## config.mk

```make
export PLATFORM = sky130hd
export DESIGN_NAME = coin_accumulator
export DESIGN_NICKNAME = d
export VERILOG_FILES = /design/src/rtl/coin_accumulator.sv
export SDC_FILE = /design/constraint.sdc
export NUM_CORES = 1
export LEC_CHECK = 0
export ABC_AREA = 1
export ABC_CLOCK_PERIOD_IN_PS = 3790
export BUFFER_PORTS_ARGS = -buffer_cell sky130_fd_sc_hd__buf_2
export CAP_MARGIN = 15
export CELL_PAD_IN_SITES_DETAIL_PLACEMENT = 1
export CELL_PAD_IN_SITES_GLOBAL_PLACEMENT = 2
export CORE_UTILIZATION = 35
export DETAILED_ROUTE_END_ITERATION = 7
export GPL_TIMING_DRIVEN = 1
export PLACE_DENSITY = 0.84
export SLEW_MARGIN = 15
export SYNTH_ARGS = -nofsm -noshare
export SYNTH_HDL_FRONTEND = slang
export SYNTH_SLANG_ARGS = --single-unit
```

## constraint.sdc

```tcl
create_clock -name i_clk -period 3.79 [get_ports i_clk]
set_clock_uncertainty 0.2 [all_clocks]
set_input_delay 0.1895 -clock i_clk [delete_from_list [all_inputs] [get_ports i_clk]]
set_output_delay 0.1895 -clock i_clk [all_outputs]
set_load 0.05 [all_outputs]
```

## src/rtl/coin_accumulator.sv

```systemverilog
// Coin-input front end: debounces the coin sensor, accepts or rejects each coin over a
// valid/ack handshake and keeps a saturating running credit total and coin count.
module coin_accumulator #(
  parameter logic [6:0]  COIN_A_VALUE    = 7'd1,
  parameter logic [6:0]  COIN_B_VALUE    = 7'd2,
  parameter logic [6:0]  COIN_C_VALUE    = 7'd5,
  parameter logic [6:0]  COIN_D_VALUE    = 7'd10,
  parameter logic [6:0]  MAX_TOTAL       = 7'd100,
  parameter int unsigned DEBOUNCE_CYCLES = 4
) (
  input  logic       i_clk,
  input  logic       i_rst,
  input  logic       i_enable,
  input  logic       i_clear,
  input  logic       i_coin_valid,
  input  logic [1:0] i_coin_type,
  output logic       o_coin_ack,
  output logic       o_coin_accepted,
  output logic       o_coin_rejected,
  output logic [6:0] o_total_coin_value,
  output logic [3:0] o_coin_count,
  output logic       o_busy
);

  typedef enum logic [2:0] {StIdle, StEval, StAccept, StReject, StRelease} state_e;

  localparam logic [3:0] DebTarget = 4'(DEBOUNCE_CYCLES);

  state_e     state_q;
  logic [3:0] deb_q;
  logic [1:0] type_q;
  logic [6:0] total_q;
  logic [3:0] count_q;
  logic       ack_q, acc_q, rej_q;

  logic [6:0] coin_value;
  logic [7:0] sum;
  logic       accept_ok;

  always_comb begin
    coin_value = COIN_A_VALUE;
    unique case (type_q)
      2'b00: coin_value = COIN_A_VALUE;
      2'b01: coin_value = COIN_B_VALUE;
      2'b10: coin_value = COIN_C_VALUE;
      2'b11: coin_value = COIN_D_VALUE;
    endcase
    // 8-bit sum so the MAX_TOTAL comparison never sees a wrapped value
    sum       = {1'b0, total_q} + {1'b0, coin_value};
    accept_ok = i_enable && !i_clear && (sum <= {1'b0, MAX_TOTAL}) && (count_q != 4'd15);
  end

  always_ff @(posedge i_clk or posedge i_rst) begin
    if (i_rst) begin
      state_q <= StIdle;
      deb_q   <= 4'd0;
      type_q  <= 2'b00;
      total_q <= 7'd0;
      count_q <= 4'd0;
      ack_q   <= 1'b0;
      acc_q   <= 1'b0;
      rej_q   <= 1'b0;
    end else begin
      ack_q <= 1'b0;
      acc_q <= 1'b0;
      rej_q <= 1'b0;
      // Clear applies in every state; ACCEPT below overrides it so the coin is kept
      if (i_clear) begin
        total_q <= 7'd0;
        count_q <= 4'd0;
      end
      case (state_q)
        StIdle: begin
          if (i_coin_valid) begin
            if (deb_q + 4'd1 == DebTarget) begin
              type_q  <= i_coin_type;
              deb_q   <= 4'd0;
              state_q <= StEval;
            end else begin
              deb_q <= deb_q + 4'd1;
            end
          end else begin
            deb_q <= 4'd0;
          end
        end
        StEval: begin
          ack_q <= 1'b1;
          if (accept_ok) begin
            acc_q   <= 1'b1;
            state_q <= StAccept;
          end else begin
            rej_q   <= 1'b1;
            state_q <= StReject;
          end
        end
        StAccept: begin
          if (i_clear) begin
            total_q <= coin_value;
            count_q <= 4'd1;
          end else begin
            total_q <= sum[6:0];
            count_q <= count_q + 4'd1;
          end
          state_q <= StRelease;
        end
        StReject:  state_q <= StRelease;
        StRelease: if (!i_coin_valid) state_q <= StIdle;
        default:   state_q <= StIdle;
      endcase
    end
  end

  assign o_coin_ack         = ack_q;
  assign o_coin_accepted    = acc_q;
  assign o_coin_rejected    = rej_q;
  assign o_total_coin_value = total_q;
  assign o_coin_count       = count_q;
  assign o_busy             = (state_q != StIdle);

endmodule

```

==> impl_results.md, run 1 <==
* Reg area at 576 sq um
* Startpoint Class: flip-flop
* CP Capture Type: flip-flop
* Worst Tran Pin Value at 0.924 ns
* Drt first-iter violations at 24
* CTS resizes at 0
* Die Area at 0.00422 sq mm
* TNS Setup at 0 ns
* Worst Hold Class: input pin to flip-flop
* Number of setup violations in the final report at 0
* Routed vias/inst at 4.94
* Row count at 22
* CTS H-tree depth at 1
* Vias in the first global route at 1277
* Tcrit/Tclk final at 0.589
* GP Congestion at 0.766
* Detailed Place HPWL at 2720 microns
* Cts bufs inserted at 3
* Final hold viol count at 0
* Hold Path Sink: type_q[0]
* Final net count at 214
* Maximum vdd drop at 0.338 mV
* Clk sinks at 23
* Distinct cells, synth at 30
* Placed Instances at 240
* Arrival time at the worst endpoint at 2.23 ns
* Chip height at 65.0 microns
* Clock tree buffer depth at 2
* Drt pass-1 iters at 4
* Sequential area share after synthesis at 0.414
* FF+latch count, synth at 23
* Overall power at 0.998 mW
* Residual DRC at 0
* Post-Syn Nets at 185
* Global-route wire length before repair at 5970 microns
* P_leak at 0.902 nW
* Max-slew violation count at 0
* Average wire per standard cell at 13.9 microns
* Final std cells w/o fill at 247
* # IOs at 22
* Tmin final at 2.23 ns
* Fillcell total at 491
* Via count at 1219
* CP required at 3.79 ns
* R2R depth at 13
* Crit-path max FO at 5
* Core Util, Final at 0.435
* Die X at 65.0 microns
* Post-Syn Instances at 171
* Largest net degree at the start of global routing at 24
* Avg Cell Area, Syn at 8.12 sq um
* Final ANT Viol Nets at 0
* Core Area at 0.00374 sq mm
* Hold_ws at 0.00440 ns
* Worst hold stages at 3
* RR Startpoint: type_q[0]
* Crit Path Class: flip-flop to flip-flop
* Max-cap check violation count at 0
* PortBufs at 21
* YS warnings at 0
* ANT cells at 0
* Post-Route WL at 3430 microns
* Starting Density at 0.371
* Fmax at 448 MHz
* Status: completed
* Reg2reg setup slack at 1.56 ns
* Relative slew slack at 0.383
* Total Routing Usage GR at 0.182
* Antenna violations before repair at 0
* Worst flop-to-flop path endpoint: state_q[0]
* Worst Hold Launch: i_coin_type[0]
* Multi-input gate area at 693 sq um
* Cell Area, Synth at 0.00139 sq mm
* CTS tree: done
* Share of post-route cells with drive strength above 1 at 0.236
* Pwr Density at 613 mW/mm^2
* P&R area growth vs syn at 17.3%
* Grt ovf at 0
* Worst-path clk slew at 0.09 ns
* Root Buffer: clkbuf_8
* Worst-Skew Late Latency at 0.27 ns
* Unrepaired setup endpoints after global routing: false
==> synth_stat cells, drive strengths merged <==
library cell | n | area [sq um]
a21oi | 5 | 28.8
a22o | 1 | 8.76
a32o | 1 | 10.0
and3 | 1 | 6.26
clkinv | 1 | 3.75
dfrtp | 23 | 576
fa | 1 | 20.0
ha | 6 | 75.1
inv | 31 | 116
mux2 | 1 | 11.3
nand2 | 52 | 243
nand3 | 15 | 90.1
nand3b | 1 | 7.51
nand4 | 4 | 25.0
nor2 | 8 | 32.5
nor3 | 2 | 21.3
o211ai | 1 | 7.51
o21ai | 9 | 45.0
o221ai | 1 | 8.76
o22ai | 3 | 18.8
o31ai | 1 | 7.51
xnor2 | 2 | 17.5
xor2 | 1 | 8.76
==> worst max path at each step <==
stage / startpoint / endpoint
after floorplan: o_total_coin_value[0] / state_q[0]
after global placement: type_q[0] / state_q[0]
final: type_q[0] / state_q[0]
after CTS: type_q[0] / state_q[0]
after detailed placement: type_q[0] / state_q[0]
after global routing: type_q[0] / state_q[0]
==> where the power goes <==
| part | leakage [nW] | internal, mW | switching, mW |
|---|---|---|---|
| Sequential | 0.309 | 0.300 | 0.0602 |
| Clock | 0.0228 | 0.0752 | 0.0828 |
| Combinational | 0.570 | 0.139 | 0.341 |
| Total | 0.902 | 0.514 | 0.484 |
==> stage by stage <==
| step | instance area, sq um | setup WS, ns |
|---|---|---|
| 3_5_place_dp | 1550 | 1.56 |
| 5_1_grt | 1630 | 1.38 |
| 3_3_place_gp | 1550 | 1.66 |
| 2_1_floorplan | 1390 | 1.50 |
| 6_report | 1630 | 1.56 |
| 4_1_cts | 1630 | 1.55 |
==> final cells by class <==
type | count | area share
well taps | 48 | 0.0369
multi-input cells | 116 | 0.425
clock buffers | 4 | 0.0276
repair buffers | 24 | 0.0829
flip-flops and latches | 23 | 0.353
inverters | 32 | 0.0737
==> cells in the final DEF (no fill, tap or decap), drive strengths merged <==
cell	instances
a21oi	5
a22o	1
a32o	1
and3	1
buf	21
clkbuf	4
clkinv	1
dfrtp	23
dlygate4sd3	3
fa	1
ha	6
inv	31
mux2	1
nand2	52
nand3	15
nand3b	1
nand4	4
nor2	8
nor3	2
o211ai	1
o21ai	9
o221ai	1
o22ai	3
o31ai	1
xnor2	2
xor2	1
==> flip-flops by register name, summed over array words and instances (netlist names) <==
name and flops:
deb_q 4, o_coin_accepted 1, o_coin_ack 1, o_coin_count 4, o_coin_rejected 1, o_total_coin_value 7, state_q 3, type_q 2
==> repair_timing <==
| item | 4_1_cts | 5_1_grt |
|---|---|---|
| hold buffers | 3 | 0 |
| setup buffers | 0 | 0 |
| hold endpoints to repair | 25 | 0 |
==> metal layers <==
layer,vias to the layer above,share of wire,global-route usage
li1,608,-,-
met1,591,0.47,0.246
met2,17,0.50,0.310
met3,3,0.018,0.0211
met4,0,0.0055,0.0333
met5,-,0,0
==> logic make-up (layout without fill, tap and decap cells) <==
| logic type | Yosys count | count (layout) | share of synthesized area |
|---|---|---|---|
| DFF | 23 | 23 | 0.414 |
| muxes | 1 | 1 | 0.00811 |
| adders and majority gates | 7 | 7 | 0.0685 |
| xor gates and xnor gates | 3 | 3 | 0.0189 |
| buffers and inverters | 32 | 60 | 0.0865 |
| AOI/OAI and AO/OA | 22 | 22 | 0.0973 |
| and+or+nand+nor | 83 | 83 | 0.306 |
==> worst max-delay path, cell delays in order (launching register included) <==
cell     delay, ns
dfrtp_1       0.44
inv_1         0.08
ha_1          0.18
inv_1         0.06
fa_1          0.38
inv_1         0.12
nand4_1       0.13
nand2_1       0.09
nand2_1       0.08
nand2_4       0.07
nand3_2       0.07
nand2_2       0.07
nand2_2       0.06
a21oi_2       0.13
(Power assumes the default switching activity.)
==> run 2, diff against run 1 <==
--- a/config.mk
+++ b/config.mk
@@ -5,16 +5,16 @@
 export SDC_FILE = /design/constraint.sdc
 export NUM_CORES = 1
 export LEC_CHECK = 0
-export ABC_AREA = 1
-export ABC_CLOCK_PERIOD_IN_PS = 3790
+export ABC_AREA = 0
+export ABC_CLOCK_PERIOD_IN_PS = 1900
 export BUFFER_PORTS_ARGS = -buffer_cell sky130_fd_sc_hd__buf_2
 export CAP_MARGIN = 15
 export CELL_PAD_IN_SITES_DETAIL_PLACEMENT = 1
 export CELL_PAD_IN_SITES_GLOBAL_PLACEMENT = 2
-export CORE_UTILIZATION = 35
+export CORE_UTILIZATION = 31
 export DETAILED_ROUTE_END_ITERATION = 7
 export GPL_TIMING_DRIVEN = 1
-export PLACE_DENSITY = 0.84
+export PLACE_DENSITY = 0.75
 export SLEW_MARGIN = 15
 export SYNTH_ARGS = -nofsm -noshare
 export SYNTH_HDL_FRONTEND = slang
==> constraint.sdc (replaced) <==
create_clock -name i_clk -period 1.9 [get_ports i_clk]
set_clock_uncertainty 0.2 [all_clocks]
set_input_delay 0.095 -clock i_clk [delete_from_list [all_inputs] [get_ports i_clk]]
set_output_delay 0.095 -clock i_clk [all_outputs]
set_load 0.05 [all_outputs]
==> run 2 against run 1 <==
The flow now finishes with violations (DRC, setup timing). Synthesized area up 6.7%. Critical path depth down 2. Sequential cell count unchanged. Non-clock buffer count up 34. First-iteration DRC count up 17%. Largest cell class unchanged. Highest routed layer unchanged.
==> impl_results.md, run 2 <==
* GP Congestion at 0.798 (was 0.766)
* Core Area at 0.00447 sq mm (was 0.00374 sq mm)
* Arrival time at the worst endpoint at 2.34 ns (was 2.23 ns)
* Post-Syn Instances at 160 (was 171)
* RR Startpoint: type_q[0] (unchanged)
* Delay-heaviest family, CP: simple AND/OR/NAND/NOR gates (unchanged)
* ANT cells at 0 (unchanged)
* CP dominant cell by count: inv_2 (was inv_1)
* Max-slew violation count at 0 (unchanged)
* Die X at 71.1 microns (was 65.0 microns)
* Cts bufs inserted at 3 (unchanged)
* Complex-gate fraction of the synthesized area at 0.162 (was 0.0973)
* Drt first-iter violations at 28 (was 24)
* Sequential area share after synthesis at 0.389 (was 0.414)
* CP Capture Type: flip-flop (unchanged)
* Max reg flops at 7 (unchanged)
* Global-route wire length before repair at 7330 microns (was 5970 microns)
* Worst Hold Class: input pin to flip-flop (unchanged)
* Antenna violations before repair at 0 (unchanged)
* Fmax at 428 MHz (was 448 MHz)
* Critical path origin: type_q[0] (unchanged)
* Crit path buffers/inverters at 3 (unchanged)
* Core Util, Final at 0.450 (was 0.435)
* FF+latch count, synth at 23 (unchanged)
* Largest net degree at the start of global routing at 24 (unchanged)
* Top post-synthesis cells by count: dfrtp_1, nand2_1, nor2_1 (was nand2_1, inv_1, dfrtp_1)
* Synth Area in Simple Gates at 0.205 (was 0.306)
* Average wire per standard cell at 15.4 microns (was 13.9 microns)
* Synth area leader: dfrtp_1 (unchanged)
* TNS Setup at -2.91 ns (was 0 ns)
* PortBufs at 21 (unchanged)
* Routed vias/inst at 5.20 (was 4.94)
* Detailed Place HPWL at 3010 microns (was 2720 microns)
* Share of post-route cells with drive strength above 1 at 0.408 (was 0.236)
* Worst-Skew Late Latency at 0.27 ns (about the same)
* Post-synth EDFFs at 0 (unchanged)
* Via count at 1379 (was 1219)
* Vias in the first global route at 1487 (was 1277)
* CTS tree: done (unchanged)
* Clk sinks at 23 (unchanged)
* Post-Route WL at 4070 microns (was 3430 microns)
* # IOs at 22 (unchanged)
* Fraction of registers with async set/reset at 1.00 (unchanged)
* Synth area leaders: dfrtp_1, ha_1, nand2_1 (was dfrtp_1, nand2_1, inv_1)
* Avg Cell Area, Syn at 9.26 sq um (was 8.12 sq um)
* Startpoint Class: flip-flop (unchanged)
* Synth Area in XOR/XNOR at 0.0642 (was 0.0189)
* Final hold viol count at 0 (unchanged)
* Maximum vdd drop at 0.354 mV (was 0.338 mV)
* Largest family of logic cells by synthesized area: simple AND/OR/NAND/NOR gates (unchanged)
* Final net count at 228 (was 214)
* Multiplexer share of the synthesized area at 0.0287 (was 0.00811)
* YS warnings at 0 (unchanged)
* Crit Path Class: flip-flop to flip-flop (unchanged)
* Tmin final at 2.34 ns (was 2.23 ns)
* Violated checks: DRC, setup timing
* Hold_ws at 0.136 ns (was 0.00440 ns)
* CP max-delay cell: dfrtp_2 (was dfrtp_1)
* P_leak at 0.988 nW (was 0.902 nW)
* Overall power at 2.43 mW (was 0.998 mW)
* P&R area growth vs syn at 35.9% (was 17.3%)
* Slowest cell delay on critical path at 0.45 ns (was 0.44 ns)
* Chip height at 71.1 microns (was 65.0 microns)
* Worst Hold Launch: i_enable (was i_coin_type[0])
* Final ANT Viol Nets at 0 (unchanged)
* Pwr Density at 1210 mW/mm^2 (was 613 mW/mm^2)
* Residual DRC at 1 (was 0)
* CP required at 1.91 ns (was 3.79 ns)
* Post-Syn Nets at 174 (was 185)
* Max-cap check violation count at 0 (unchanged)
* Fillcell total at 516 (was 491)
* Relative slew slack at 0.774 (was 0.383)
* Total Routing Usage GR at 0.187 (was 0.182)
* Post-synthesis adder-cell area fraction at 0.0718 (was 0.0685)
* Clock tree buffer depth at 2 (unchanged)
* Crit-path max FO at 6 (was 5)
* Worst-path clk slew at 0.09 ns (about the same)
* Root Buffer: clkbuf_8 (unchanged)
* Cell Area, Synth at 0.00148 sq mm (was 0.00139 sq mm)
* Unrepaired setup endpoints after global routing: true (was false)
* CTS H-tree depth at 1 (unchanged)
* Tcrit/Tclk final at 1.23 (was 0.589)
* Drt pass-1 iters at 6 (was 4)
* Distinct cells, synth at 46 (was 30)
* Number of setup violations in the final report at 8 (was 0)
* Worst Tran Pin Value at 0.339 ns (was 0.924 ns)
* Most common cell in the netlist: dfrtp_1 (was nand2_1)
* Grt ovf at 0 (unchanged)
* Starting Density at 0.331 (was 0.371)
* Die Area at 0.00506 sq mm (was 0.00422 sq mm)
* Share of the synthesized area in the top cell type at 0.389 (was 0.414)
* Synth Flop Type: dfrtp_1 (unchanged)
* Row count at 24 (was 22)
* Most frequent cells in the layout: buf_4, buf_2, dfrtp_1, nand2_1, nor2_1 (was nand2_1, inv_1, dfrtp_1, buf_2, nand3_1)
* Status: finished, violations left (was completed)
* Fin worst setup slack at -0.438 ns (was 1.56 ns)
* Most common cell after layout, fill and taps aside: buf_4 (was nand2_1)
* Worst-path cell chain: inv_2, ha_4, inv_2, fa_2, and2b_2, o211ai_1, nand2b_1, buf_4, nand4_1, xor2_1, nor2_1 (was inv_1, ha_1, inv_1, fa_1, inv_1, nand4_1, nand2_1, nand2_1, nand2_4, nand3_2, nand2_2, nand2_2, a21oi_2)
[run 2: worst min-delay path: stages]
cell and delay (ns):
buf_2 0.10, nand3_1 0.07, a21oi_1 0.05, o31ai_2 0.06, nor3_2 0.05, a31oi_1 0.14
[run 2: final cells by class]
type | count | area [sq um] | share of cell area
repair buffers | 58 | 407 | 0.202
clock inverters | 1 | 5.00 | 0.00249
well taps | 52 | 65.1 | 0.0323
flip-flops and latches | 23 | 579 | 0.288
clock buffers | 3 | 41.3 | 0.0205
inverters | 11 | 41.3 | 0.0205
multi-input cells | 117 | 875 | 0.434
[run 2: kinds of logic (layout without fill, tap and decap cells)]
family / count (synthesis) / after routing
and+or+nand+nor: 59 / 59
AOI/OAI and AO/OA: 36 / 36
DFF: 23 / 23
buffers and inverters: 20 / 73
xor gates and xnor gates: 10 / 10
adders and majority gates: 8 / 8
muxes: 4 / 4
[run 2: path summary, 6_finish.rpt]
path                                    endpoint  slack [ns]  cells after the start
max in group asynchronous              type_q[0]        1.05                      4
min reg2reg                            type_q[1]        0.35                      1
min                                   state_q[0]        0.14                      6
min in group asynchronous               deb_q[0]        0.20                      4
max                        o_total_coin_value[6]       -0.44                     11
max reg2reg                o_total_coin_value[6]       -0.44                     11
[run 2: where the power goes]
part | switching [mW] | total [mW] | internal [mW]
sequential | 0.124 | 0.731 | 0.607
clock | 0.174 | 0.321 | 0.147
combinational | 0.806 | 1.37 | 0.569
total | 1.10 | 2.43 | 1.32
[run 2: what timing repair did]
| action | CTS | global route |
|---|---|---|
| hold buffers | 5 | 0 |
| setup endpoints to repair | 8 | 10 |
| buffers inserted | 6 | 2 |
| hold endpoints to repair | 31 | 0 |
| pin swaps | 12 | 5 |
| cloned | 0 | 0 |
| resized for setup | 10 | 9 |
[run 2: metrics by stage]
step | worst slack [ns] | std cells | instance area (sq um)
after global placement | -0.421 | 249 | 1800
after global routing | -0.588 | 265 | 2010
after CTS | -0.486 | 263 | 1960
final | -0.438 | 265 | 2010
after detailed placement | -0.547 | 249 | 1800
after floorplan | -0.458 | 160 | 1520
[run 2: routing by layer]
layer,vias up,global-route usage,wire length (microns)
li1,664,-,-
met1,694,0.235,1810
met2,15,0.330,2120
met3,6,0.0256,68
met4,0,0.0600,71
met5,-,0,0
